<file path="src/rtl/vga_timing_gen.sv">
// Raster timing generator: pixel/line counters with registered coordinate, active-region,
// sync and strobe outputs, plus a free-running frame counter.
module vga_timing_gen #(
  parameter int unsigned H_ACTIVE = 640,
  parameter int unsigned H_FP     = 16,
  parameter int unsigned H_SYNC   = 96,
  parameter int unsigned H_BP     = 48,
  parameter int unsigned V_ACTIVE = 480,
  parameter int unsigned V_FP     = 10,
  parameter int unsigned V_SYNC   = 2,
  parameter int unsigned V_BP     = 33,
  parameter bit          H_POL    = 1'b0,
  parameter bit          V_POL    = 1'b0
) (
  input  logic       clk,
  input  logic       rst,
  input  logic       pix_en,
  output logic [9:0] x,
  output logic [8:0] y,
  output logic       frame_active,
  output logic       h_sync,
  output logic       v_sync,
  output logic       line_start,
  output logic       frame_start,
  output logic [9:0] frame_ctr
);

  localparam int unsigned H_TOTAL = H_ACTIVE + H_FP + H_SYNC + H_BP;
  localparam int unsigned V_TOTAL = V_ACTIVE + V_FP + V_SYNC + V_BP;

  localparam logic [9:0] H_LAST = 10'(H_TOTAL - 1);
  localparam logic [9:0] H_ACT  = 10'(H_ACTIVE);
  localparam logic [9:0] HS_BEG = 10'(H_ACTIVE + H_FP);
  localparam logic [9:0] HS_END = 10'(H_ACTIVE + H_FP + H_SYNC);
  localparam logic [9:0] V_LAST = 10'(V_TOTAL - 1);
  localparam logic [9:0] V_ACT  = 10'(V_ACTIVE);
  localparam logic [9:0] VS_BEG = 10'(V_ACTIVE + V_FP);
  localparam logic [9:0] VS_END = 10'(V_ACTIVE + V_FP + V_SYNC);

  logic [9:0] h_cnt_q, h_cnt_d;
  logic [9:0] v_cnt_q, v_cnt_d;
  logic [9:0] frame_ctr_q, frame_ctr_d;
  logic [9:0] x_q, x_d;
  logic [8:0] y_q, y_d;
  logic       frame_active_q, frame_active_d;
  logic       h_sync_q, h_sync_d;
  logic       v_sync_q, v_sync_d;
  logic       line_start_q, line_start_d;
  logic       frame_start_q, frame_start_d;
  logic       h_wrap, v_wrap;
  logic       h_act, v_act;

  always_comb begin
    h_wrap      = (h_cnt_q == H_LAST);
    v_wrap      = h_wrap && (v_cnt_q == V_LAST);
    h_cnt_d     = h_cnt_q;
    v_cnt_d     = v_cnt_q;
    frame_ctr_d = frame_ctr_q;
    if (pix_en) begin
      h_cnt_d = h_wrap ? '0 : h_cnt_q + 10'd1;
      if (h_wrap) begin
        v_cnt_d = v_wrap ? '0 : v_cnt_q + 10'd1;
      end
      if (v_wrap) begin
        frame_ctr_d = frame_ctr_q + 10'd1;
      end
    end
  end

  // Outputs decode the next-state counters so the registered outputs line up with h_cnt_q/v_cnt_q.
  always_comb begin
    h_act          = (h_cnt_d < H_ACT);
    v_act          = (v_cnt_d < V_ACT);
    x_d            = h_act ? h_cnt_d : '0;
    y_d            = v_act ? v_cnt_d[8:0] : '0;
    frame_active_d = h_act && v_act;
    h_sync_d       = ((h_cnt_d >= HS_BEG) && (h_cnt_d < HS_END)) ? H_POL : ~H_POL;
    v_sync_d       = ((v_cnt_d >= VS_BEG) && (v_cnt_d < VS_END)) ? V_POL : ~V_POL;
    line_start_d   = pix_en && h_wrap;
    frame_start_d  = pix_en && v_wrap;
  end

  always_ff @(posedge clk or posedge rst) begin
    if (rst) begin
      h_cnt_q        <= '0;
      v_cnt_q        <= '0;
      frame_ctr_q    <= '0;
      x_q            <= '0;
      y_q            <= '0;
      frame_active_q <= 1'b1;
      h_sync_q       <= ~H_POL;
      v_sync_q       <= ~V_POL;
      line_start_q   <= 1'b0;
      frame_start_q  <= 1'b0;
    end else begin
      h_cnt_q        <= h_cnt_d;
      v_cnt_q        <= v_cnt_d;
      frame_ctr_q    <= frame_ctr_d;
      x_q            <= x_d;
      y_q            <= y_d;
      frame_active_q <= frame_active_d;
      h_sync_q       <= h_sync_d;
      v_sync_q       <= v_sync_d;
      line_start_q   <= line_start_d;
      frame_start_q  <= frame_start_d;
    end
  end

  assign x            = x_q;
  assign y            = y_q;
  assign frame_active = frame_active_q;
  assign h_sync       = h_sync_q;
  assign v_sync       = v_sync_q;
  assign line_start   = line_start_q;
  assign frame_start  = frame_start_q;
  assign frame_ctr    = frame_ctr_q;

endmodule

</file>
<file path="config.mk">
export PLATFORM = sky130hd
export DESIGN_NAME = vga_timing_gen
export DESIGN_NICKNAME = d
export VERILOG_FILES = /design/src/rtl/vga_timing_gen.sv
export SDC_FILE = /design/constraint.sdc
export NUM_CORES = 1
export LEC_CHECK = 0
export CORE_ASPECT_RATIO = 1.25
export CORE_UTILIZATION = 41
export CTS_CLUSTER_DIAMETER = 80
export CTS_CLUSTER_SIZE = 40
export DETAILED_ROUTE_END_ITERATION = 6
export MAX_ROUTING_LAYER = met4
export RECOVER_POWER = 100
export SYNTH_ARGS = -nofsm -noshare
export SYNTH_HDL_FRONTEND = slang
export SYNTH_SLANG_ARGS = --single-unit
</file>
<file path="constraint.sdc">
create_clock -name clk -period 2.7 [get_ports clk]
set_input_delay 0.405 -clock clk [delete_from_list [all_inputs] [get_ports clk]]
set_output_delay 0.405 -clock clk [all_outputs]
set_load 0.01 [all_outputs]
</file>
## Word-level counts from Yosys, hierarchy flattened

Cells that the tools add are included.

| word-level totals | value |
|---|---|
| flip-flop bits (word level) | 54 |
| input bits | 3 |
| word-level logic and storage cells | 37 |

| operators by class | value |
|---|---|
| add/subtract/negate cells | 3 |
| order comparisons | 6 |
| equal/unequal tests | 2 |
| muxes and demuxes | 9 |
| reductions and logical operators | 7 |

Operator list:

| kind | number |
|---|---|
| two-way mux 10 bit | 6 |
| adder 10 x 1 -> 10 bit, second input constant | 3 |
| equality test 10 bit, second input constant | 2 |
| less-than comparator 10 bit, second input constant | 2 |
| less-than comparator 10 x 9 -> 1 bit, second input constant | 2 |
| >= comparator 10 bit, second input constant | 1 |
| >= comparator 10 x 9 -> 1 bit, second input constant | 1 |
| two-way mux 9 bit | 1 |
| logical AND 1 bit | 6 |
| two-way mux 1 bit | 2 |
| AND reduction 2 bit | 1 |

## Depth between registers and ports, before layout

Gate-level depths: netlist of the first run.

| logic depth | value |
|---|---|
| depth after elaboration | 8 |
| depth in mapped cells | 9 |

## Worst setup path after synthesis of the first run

No wires, ideal clock.

| timing | value |
|---|---|
| path kind | reg2reg |
| start | register h_cnt_q[7] |
| end | register y_q[3] (netlist: y[3]) |
| arrival time | 2.167 ns |
| required time | 2.559 ns |
| setup slack | 0.392 ns |
| cell stages (with the launch flop) | 7 |
| buffers on the path | 1 |
| clock period less this slack | 2.308 ns |
| path through | dfrtp_1 > buf_6 > or4b_4 > or3_4 > or3_4 > a211oi_4 > a211oi_1 |

| on the way | value |
|---|---|
| longest elaborated chain between the ends | 7 |

Ends and longest elaborated chain:

| element | RTL line | RTL |
|---|---|---|
| start: declaration | 40 | `logic [9:0] h_cnt_q, h_cnt_d;` |
| start signal: assignment | 96 | `h_cnt_q <= h_cnt_d;` |
| equality test 10 bit * | 54 | `h_wrap = (h_cnt_q == H_LAST);` |
| logical AND 1 bit | 55 | `v_wrap = h_wrap && (v_cnt_q == V_LAST);` |
| two-way mux 10 bit | 62 | `v_cnt_d = v_wrap ? '0 : v_cnt_q + 10'd1;` |
| two-way mux 10 bit * | 61 | `if (h_wrap) begin` |
| two-way mux 10 bit * | 59 | `if (pix_en) begin` |
| less-than comparator 10 x 9 -> 1 bit | 73 | `v_act = (v_cnt_d < V_ACT);` |
| two-way mux 9 bit * | 75 | `y_d = v_act ? v_cnt_d[8:0] : '0;` |
| net y_d[3] | 44 | `logic [8:0] y_q, y_d;` |
| end signal: assignment | 100 | `y_q <= y_d;` |
| end: declaration | 44 |  |

The timed path passes the listed nets; every way through them passes the cells marked *.
A chain may end at the register's enable or synchronous reset.

## Final worst setup path of the first run

| timing | value |
|---|---|
| start | input port pix_en |
| end | register x_q[2] (netlist: x[2]) |

| on the way | value |
|---|---|
| longest elaborated chain between the ends | 3 |

Ends and longest elaborated chain:

| element | RTL line | RTL |
|---|---|---|
| start: declaration | 17 | `input logic pix_en,` |
| two-way mux 10 bit * | 59 |  |
| less-than comparator 10 bit | 72 | `h_act = (h_cnt_d < H_ACT);` |
| two-way mux 10 bit * | 74 | `x_d = h_act ? h_cnt_d : '0;` |
| net x_d[2] | 43 | `logic [9:0] x_q, x_d;` |
| end signal: assignment | 88 | `x_q <= '0;` |
| end signal: assignment | 99 | `x_q <= x_d;` |
| end: declaration | 43 |  |

Marks and branches as above.

==> results of run 1 <==
## cell usage after synthesis (3+ instances only)
master and instances:
dfstp_2 3, or3_1 7, xor2_1 9, a211oi_1 7, o21ai_0 6, nand2_1 10
nor2b_1 3, and4_1 4, nor4_1 4, xnor2_1 10, clkbuf_8 3, dfrtp_1 51
inv_1 20, nor2_1 16, mux2i_1 3, nor3_1 6, ha_1 4, and3_1 4
nand3_1 13, a21oi_1 6, nand4_1 11
## cell type report
class,count,share of cell area (%)
sequential,54,43.0
multi-input combinational,148,31.7
timing repair buffer,57,16.1
tap,82,3.26
inverter,21,2.50
clock buffer,5,2.18
clock inverter,3,1.27
## per-layer routing
layer | vias to the layer above | track usage, % | share of wire (%)
li1 | 936 | - | -
met1 | 884 | 24.0 | 46
met2 | 58 | 25.3 | 47
met3 | 13 | 3.03 | 4.0
met4 | 0 | 5.72 | 2.1
met5 | - | - | 0
## stage by stage
step	TNS, ns	worst slack [ns]	std cells
after CTS	0	0.217	370
after floorplan	0	0.392	234
final	0	0.143	370
after global placement	-0.556	-0.0904	362
after global routing	0	0.0690	370
after detailed placement	-0.411	-0.116	362
## cell families (layout without fill, tap and decap cells)
| kind of cell | after synthesis | count (layout) | share of synthesized area (%) |
|---|---|---|---|
| adders and majority gates | 4 | 4 | 1.97 |
| muxes | 5 | 5 | 2.06 |
| AOI/OAI and AO/OA | 32 | 32 | 9.34 |
| xor gates and xnor gates | 19 | 19 | 6.54 |
| and+or+nand+nor | 88 | 88 | 19.7 |
| buffers and inverters | 32 | 86 | 7.13 |
| DFF | 54 | 54 | 53.2 |
## final timing paths
path / end / slack, ns / cells past startpoint
worst max-delay path: x[2] / 0.14 / 8
worst min-delay path: frame_ctr[9] / 0.47 / 1
worst max register to register: y[2] / 0.23 / 7
worst min register to register: frame_ctr[9] / 0.47 / 1
max in group asynchronous: y[5] / 0.74 / 3
min in group asynchronous: frame_ctr[9] / 0.76 / 2
## sequential cells by signal, indices dropped and copies added (netlist names)
name,flops
x,10
frame_ctr,10
y,9
v_sync,1
h_sync,1
v_cnt_q,10
frame_start,1
line_start,1
h_cnt_q,10
frame_active,1
## report_power, final
group          total (W)  switching, W  leakage, nW  internal, W
clock network   0.000531      0.000258       0.0579     0.000273
registers       0.000990     0.0000863        0.696     0.000903
logic           0.000344      0.000178        0.699     0.000166
==> impl_results.md, run 1 <==
- Total Power: 0.00187 W
- Dpl hpwl: 3650 um
- Net count of the finished layout: 294
- Worst Skew: 0.00480 ns
- EDFF count, synth: 0
- Startpoint of the worst-slack reg-to-reg timing path: h_cnt_q[0]
- Largest net degree at the start of global routing: 29
- CTS Hold Buffers Added: 0
- Design Area, Final: 3150 um2
- Clock sink count: 54
- Grt total ovfl: 0
- Sequential fraction of the synthesis area: 53.2%
- Average instance area after synthesis: between 10 and 15 um2
- Post-cts gate resize count: 0
- Level count of the clock H-tree: 2
- Area used by multi-input combinational logic: 1000 um2
- Minimum period implied by the final worst setup slack: roughly 2.6 ns
- Post-CTS Setup Repair Bufs: 0
- DIE HEIGHT: ~90 um
- Data required time at the worst endpoint: 2.90 ns
- Netlist area before placement: ~2500 um2
- Global-route wire length before repair: roughly 8600 um
- Fraction of synthesis flops using an asynchronous set or reset pin: between 90% and 100%
- Most common cell after layout, fill and taps aside: dfrtp_1
- Port Buffer Count: 36
- Worst VDD drop: 273 uV
- Tightest hold margin: 0.465 ns
- Maximum fanout along the worst path: 11
- Critical path's largest stage delay: 0.50 ns
- Fin util: 53.5%
- Final Slew Violations: 0
- Startpoint Class: primary input
- Insertion delay of the later-clocked pin in the worst-skew pair: 0.30 ns
- Total via count after detailed routing: 1,891
- Routed length per placed instance: approximately 13 um
- Leakage component of the power: 1.45 nW
- Detailed Route Iter0 Violations: 120
- Share of Yosys cell area claimed by the top area cell type: 50.1%
- Syn-to-layout area delta: 23.8%
- Die area: 6530 um2
- Number of cell rows: 31
- Post-synthesis cell count: 234
- Post-detailed-route count of antenna-violating nets: 0
- Crit path DAT: ~2.8 ns
- Number of clock buffers inserted by TritonCTS: 5
- Sequential Area: 1360 um2
- Ys Warns: 0
- Area contributors post-synth: dfrtp_1, xnor2_1, dfstp_2
- Slew of the pin with the lowest slew margin: 0.991 ns
- Post-detailed-placement cell area: 3090 um2
- Aggregate global-route resource usage: between 10% and 20%
- Synthesized net count: 241
- Pwr per Cell Area: roughly 600 nW/um2
- Share of final-layout standard cells stronger than drive strength 1: a little under an eighth
- Count of filler cells inserted in the layout: 551
- Detailed-routing iteration count for the pre-antenna-repair pass: 4
- Crit Path Class: in -> reg
- Buffers from clock root to sink, at most: 2
- Average via count per standard cell: approximately 5
- Startpoint of the worst hold path: frame_ctr[9]
- RSZ-0062 raised after global routing: no
- Horizontal die dimension: 72.5 um
- Most used cells in the layout excluding fill and tap cells: dfrtp_1, dlygate4sd3_1, inv_1, nor2_1
- Register bit count reported by yosys: 54
- Peak clock frequency supported by timing: about 0.4 GHz
- Number of library cell types mapped by synthesis: 49
- Weighted congestion at the end of routability-driven global placement: 0.834
- Main flop type after synthesis: dfrtp_1
- Core box area: 5900 um2
- Aggregate routed wire length: ~5000 um
- Top Family by Delay on Critical Path: buffers and inverters
- CTS tree: done
- Worst setup EP type: flip-flop
- Antenna violations before repair: 0
- Clock tree root buffer cell: clkbuf_8
- Number of endpoints failing setup at the final stage: 0
- DRC errors left: 0
- Clock input transition at the sequential cells of the worst setup and hold paths: 0.09 ns
- Number of failing hold endpoints at the final stage: 0
- Status: complete, no violations
- Cell type contributing the most total cell area after synthesis: dfrtp_1
- Max-cap violations: 0
- CP Launch Point: pix_en
- Vias in the first global route: between 1.5k and 2k
- Worst min path class: reg -> reg
- Antenna cells: 0
- Worst-case headroom to the max-slew limit: 33.8%
- Ordered cell list for the critical path: clkdlybuf4s50_1, clkbuf_1, and4_1, nand4_1, or3_1, a21oi_1, buf_12, nor2_1
- Worst-path cell with the longest stage delay: clkdlybuf4s50_1
- Number of ports placed on the die boundary: 37
- Fraction of the cycle the final worst path needs: a little over nine tenths
- Buf+Inv Stages, Crit Path: 3
- Initial cell density of the core: 43.2%
(Power assumes the default switching activity.)
==> run 2: changes to the inputs <==
--- a/config.mk
+++ b/config.mk
@@ -12,6 +12,7 @@
 export DETAILED_ROUTE_END_ITERATION = 6
 export MAX_ROUTING_LAYER = met4
 export RECOVER_POWER = 100
+export SLEW_MARGIN = 10
 export SYNTH_ARGS = -nofsm -noshare
 export SYNTH_HDL_FRONTEND = slang
 export SYNTH_SLANG_ARGS = --single-unit
==> constraint.sdc (replaced) <==
create_clock -name clk -period 2.4 [get_ports clk]
set_input_delay 0.36 -clock clk [delete_from_list [all_inputs] [get_ports clk]]
set_output_delay 0.36 -clock clk [all_outputs]
set_load 0.01 [all_outputs]
==> impl_results.md, run 2 (synthesis results as in run 1) <==
- Status: complete, no violations
- Antenna cells: 0 (unchanged)
- Most used cells in the layout excluding fill and tap cells: dfrtp_1, dlygate4sd3_1, buf_4, inv_1, nor2_1
- Peak clock frequency supported by timing: around 0.42 GHz
- Power Internal: 0.00149 W (+11%)
- Startpoint of the worst hold path: frame_ctr[9]
- Worst-case headroom to the max-slew limit: 13.0% (-21 points)
- Insertion delay of the later-clocked pin in the worst-skew pair: 0.31 ns (about the same)
- CP Launch Point: h_cnt_q[6]
- Final-layout setup total negative slack: 0 ns (unchanged)
- Worst min path class: reg -> reg
- Initial cell density of the core: 43.2% (unchanged)
- Ordered cell list for the critical path: or4b_4, or3_4, or3_4, a211oi_4, buf_4, a211oi_1
- Sequential group share of total power: 52.1% (-1.0 points)
- Data required time at the worst endpoint: 2.59 ns (-0.31 ns)
- Total via count after detailed routing: 1,933 (+2.2%)
- Aggregate routed wire length: 5400 um (+8.7%)
- Vias in the first global route: 1,883 (+5.8%)
- Fin util: 57.1% (+3.6 points)
- Worst-path cell with the longest stage delay: or4b_4
- Max-cap violations: 0 (unchanged)
- Syn-to-layout area delta: 32.2%
- Routed length per placed instance: 14.1 um (+5.0%)
- Crit path DAT: 2.57 ns (-0.19 ns)
- CTS tree: done
- Part of the total power dissipated in the clock network: 24.8% (-3.7 points)
- Crit Path Class: reg -> reg
- Sw power: 0.000612 W (+17%)
- Number of ports placed on the die boundary: 37 (unchanged)
- Largest net degree at the start of global routing: 55 (+90%)
- Total Power: 0.00210 W (+13%)
- Number of cell rows: 31 (unchanged)
- Buffers from clock root to sink, at most: 2 (unchanged)
- Number of failing hold endpoints at the final stage: 0 (unchanged)
- Horizontal die dimension: 72.5 um (unchanged)
- Level count of the clock H-tree: 2 (unchanged)
- Core box area: 5900 um2 (unchanged)
- Clock input transition at the sequential cells of the worst setup and hold paths: 0.09 ns (about the same)
- Maximum fanout along the worst path: 5 (-6)
- Cell count after placement: 370 (+2.2%)
- DRC errors left: 0 (unchanged)
- Number of clock buffers inserted by TritonCTS: 5 (unchanged)
- Count of placed standard cells in the final layout, fillers left out: 383 (+3.5%)
- Global-route wire length before repair: 8940 um (+3.9%)
- Antenna violations before repair: 0 (unchanged)
- CTS Hold Buffers Added: 0 (unchanged)
- Port Buffer Count: 36 (unchanged)
- Weighted congestion at the end of routability-driven global placement: 0.877 (+5.2%)
- Design Area, Final: 3360 um2 (+6.7%)
- Worst Skew: 0.00700 ns (+0.00221 ns)
- Post-detailed-route count of antenna-violating nets: 0 (unchanged)
- Fraction of the cycle the final worst path needs: 99.0%
- DIE HEIGHT: 90.1 um (unchanged)
- Logic pwr share: 23.1% (+4.6 points)
- Clock tree root buffer cell: clkbuf_8
- Aggregate global-route resource usage: 18.2% (+0.94 points)
- RSZ-0062 raised after global routing: yes
- Share of final-layout standard cells stronger than drive strength 1: 21.9% (+10 points)
- Detailed Route Iter0 Violations: 115 (-4.2%)
- Pwr per Cell Area: 625 nW/um2 (+5.6%)
- Startpoint Class: flip-flop
- Worst VDD drop: 291 uV (+6.7%)
- Detailed-routing iteration count for the pre-antenna-repair pass: 4 (unchanged)
- Minimum period implied by the final worst setup slack: roughly 2.4 ns
- Slew of the pin with the lowest slew margin: 1.30 ns (+0.313 ns)
- Number of endpoints failing setup at the final stage: 0 (unchanged)
- Buf+Inv Stages, Crit Path: 1 (-2)
- Die area: 6530 um2 (unchanged)
- Average via count per standard cell: 5.05 (-1.2%)
- Net count of the finished layout: 307 (+4.4%)
- Most common cell after layout, fill and taps aside: dfrtp_1
- Leakage component of the power: 1.57 nW (+8.1%)
- Top Family by Delay on Critical Path: simple AND/OR/NAND/NOR gates
- Clock sink count: 54 (unchanged)
- Grt total ovfl: 0 (unchanged)
- Final Slew Violations: 0 (unchanged)
- Critical path's largest stage delay: 0.55 ns (+0.05 ns)
- Dpl hpwl: 3740 um (+2.5%)
- Switching Share: 29.1% (+1.1 points)
- Cell type with the highest occurrence count on the critical path: or3_4
- Startpoint of the worst-slack reg-to-reg timing path: h_cnt_q[6]
- Post-detailed-placement cell area: 3150 um2 (+1.9%)
- Worst setup EP type: flip-flop
## run 2: changes by cell type in the layout (fill, tap and decap cells not counted), sizes merged
cell,change
buf,+16
dlymetal6s2s,+1
clkdlybuf4s50,-1
bufinv,-1
inv,-1
clkbuf,-1
clkinvlp,+1
clkinv,-1
## run 2: worst paths after layout
path	endpoint	slack (ns)	depth (start not counted)
worst max-delay path	y[8]	0.02	6
worst min-delay path	frame_ctr[9]	0.47	1
worst max register to register	y[8]	0.02	6
worst min register to register	frame_ctr[9]	0.47	1
max in group asynchronous	h_cnt_q[6]	0.60	3
min in group asynchronous	frame_ctr[9]	0.92	3
## run 2: what timing repair did
action / in CTS / in global routing
gates resized for setup: 2 / 25
setup buffers: 0 / 2
gates cloned: 0 / 3
setup endpoints to repair: 1 / 21
pin swaps: 0 / 3
## run 2: layer usage
metal	GRT usage, %	share of wire (%)	vias up	wire length [um]
met3	3.14	2.6	11	139
met2	27.3	48	35	2610
met4	8.33	2.5	0	137
li1	-	-	961	-
met1	23.8	47	926	2510
met5	-	0	-	0
## run 2: layout make-up
| cell class | instances | area [um2] |
|---|---|---|
| flip-flops and latches | 54 | 1360 |
| fillers | 542 | 2530 |
| inverters | 21 | 82.6 |
| clock inverters | 1 | 5.00 |
| clock buffers | 7 | 86.3 |
| repair buffers | 70 | 627 |
| multi-input cells | 148 | 1100 |
| well taps | 82 | 103 |
## run 2: power by group through the flow
stage / clock, W / sequential [W] / combinational [W]
after global placement: 0 / 0.00111 / 0.000487
after floorplan: 0 / 0.00113 / 0.000233
after global routing: 0.000575 / 0.00111 / 0.000538
after detailed placement: 0 / 0.00112 / 0.000497
final: 0.000521 / 0.00110 / 0.000485
after CTS: 0.000542 / 0.00110 / 0.000502
## run 2: through the flow
stage	setup WS, ns	hold WS, ns
floorplan	0.0920	0.501
global placement	-0.352	0.456
detailed placement	-0.368	0.464
CTS	0.000991	0.419
global route	-0.0278	0.485
finish	0.0243	0.470
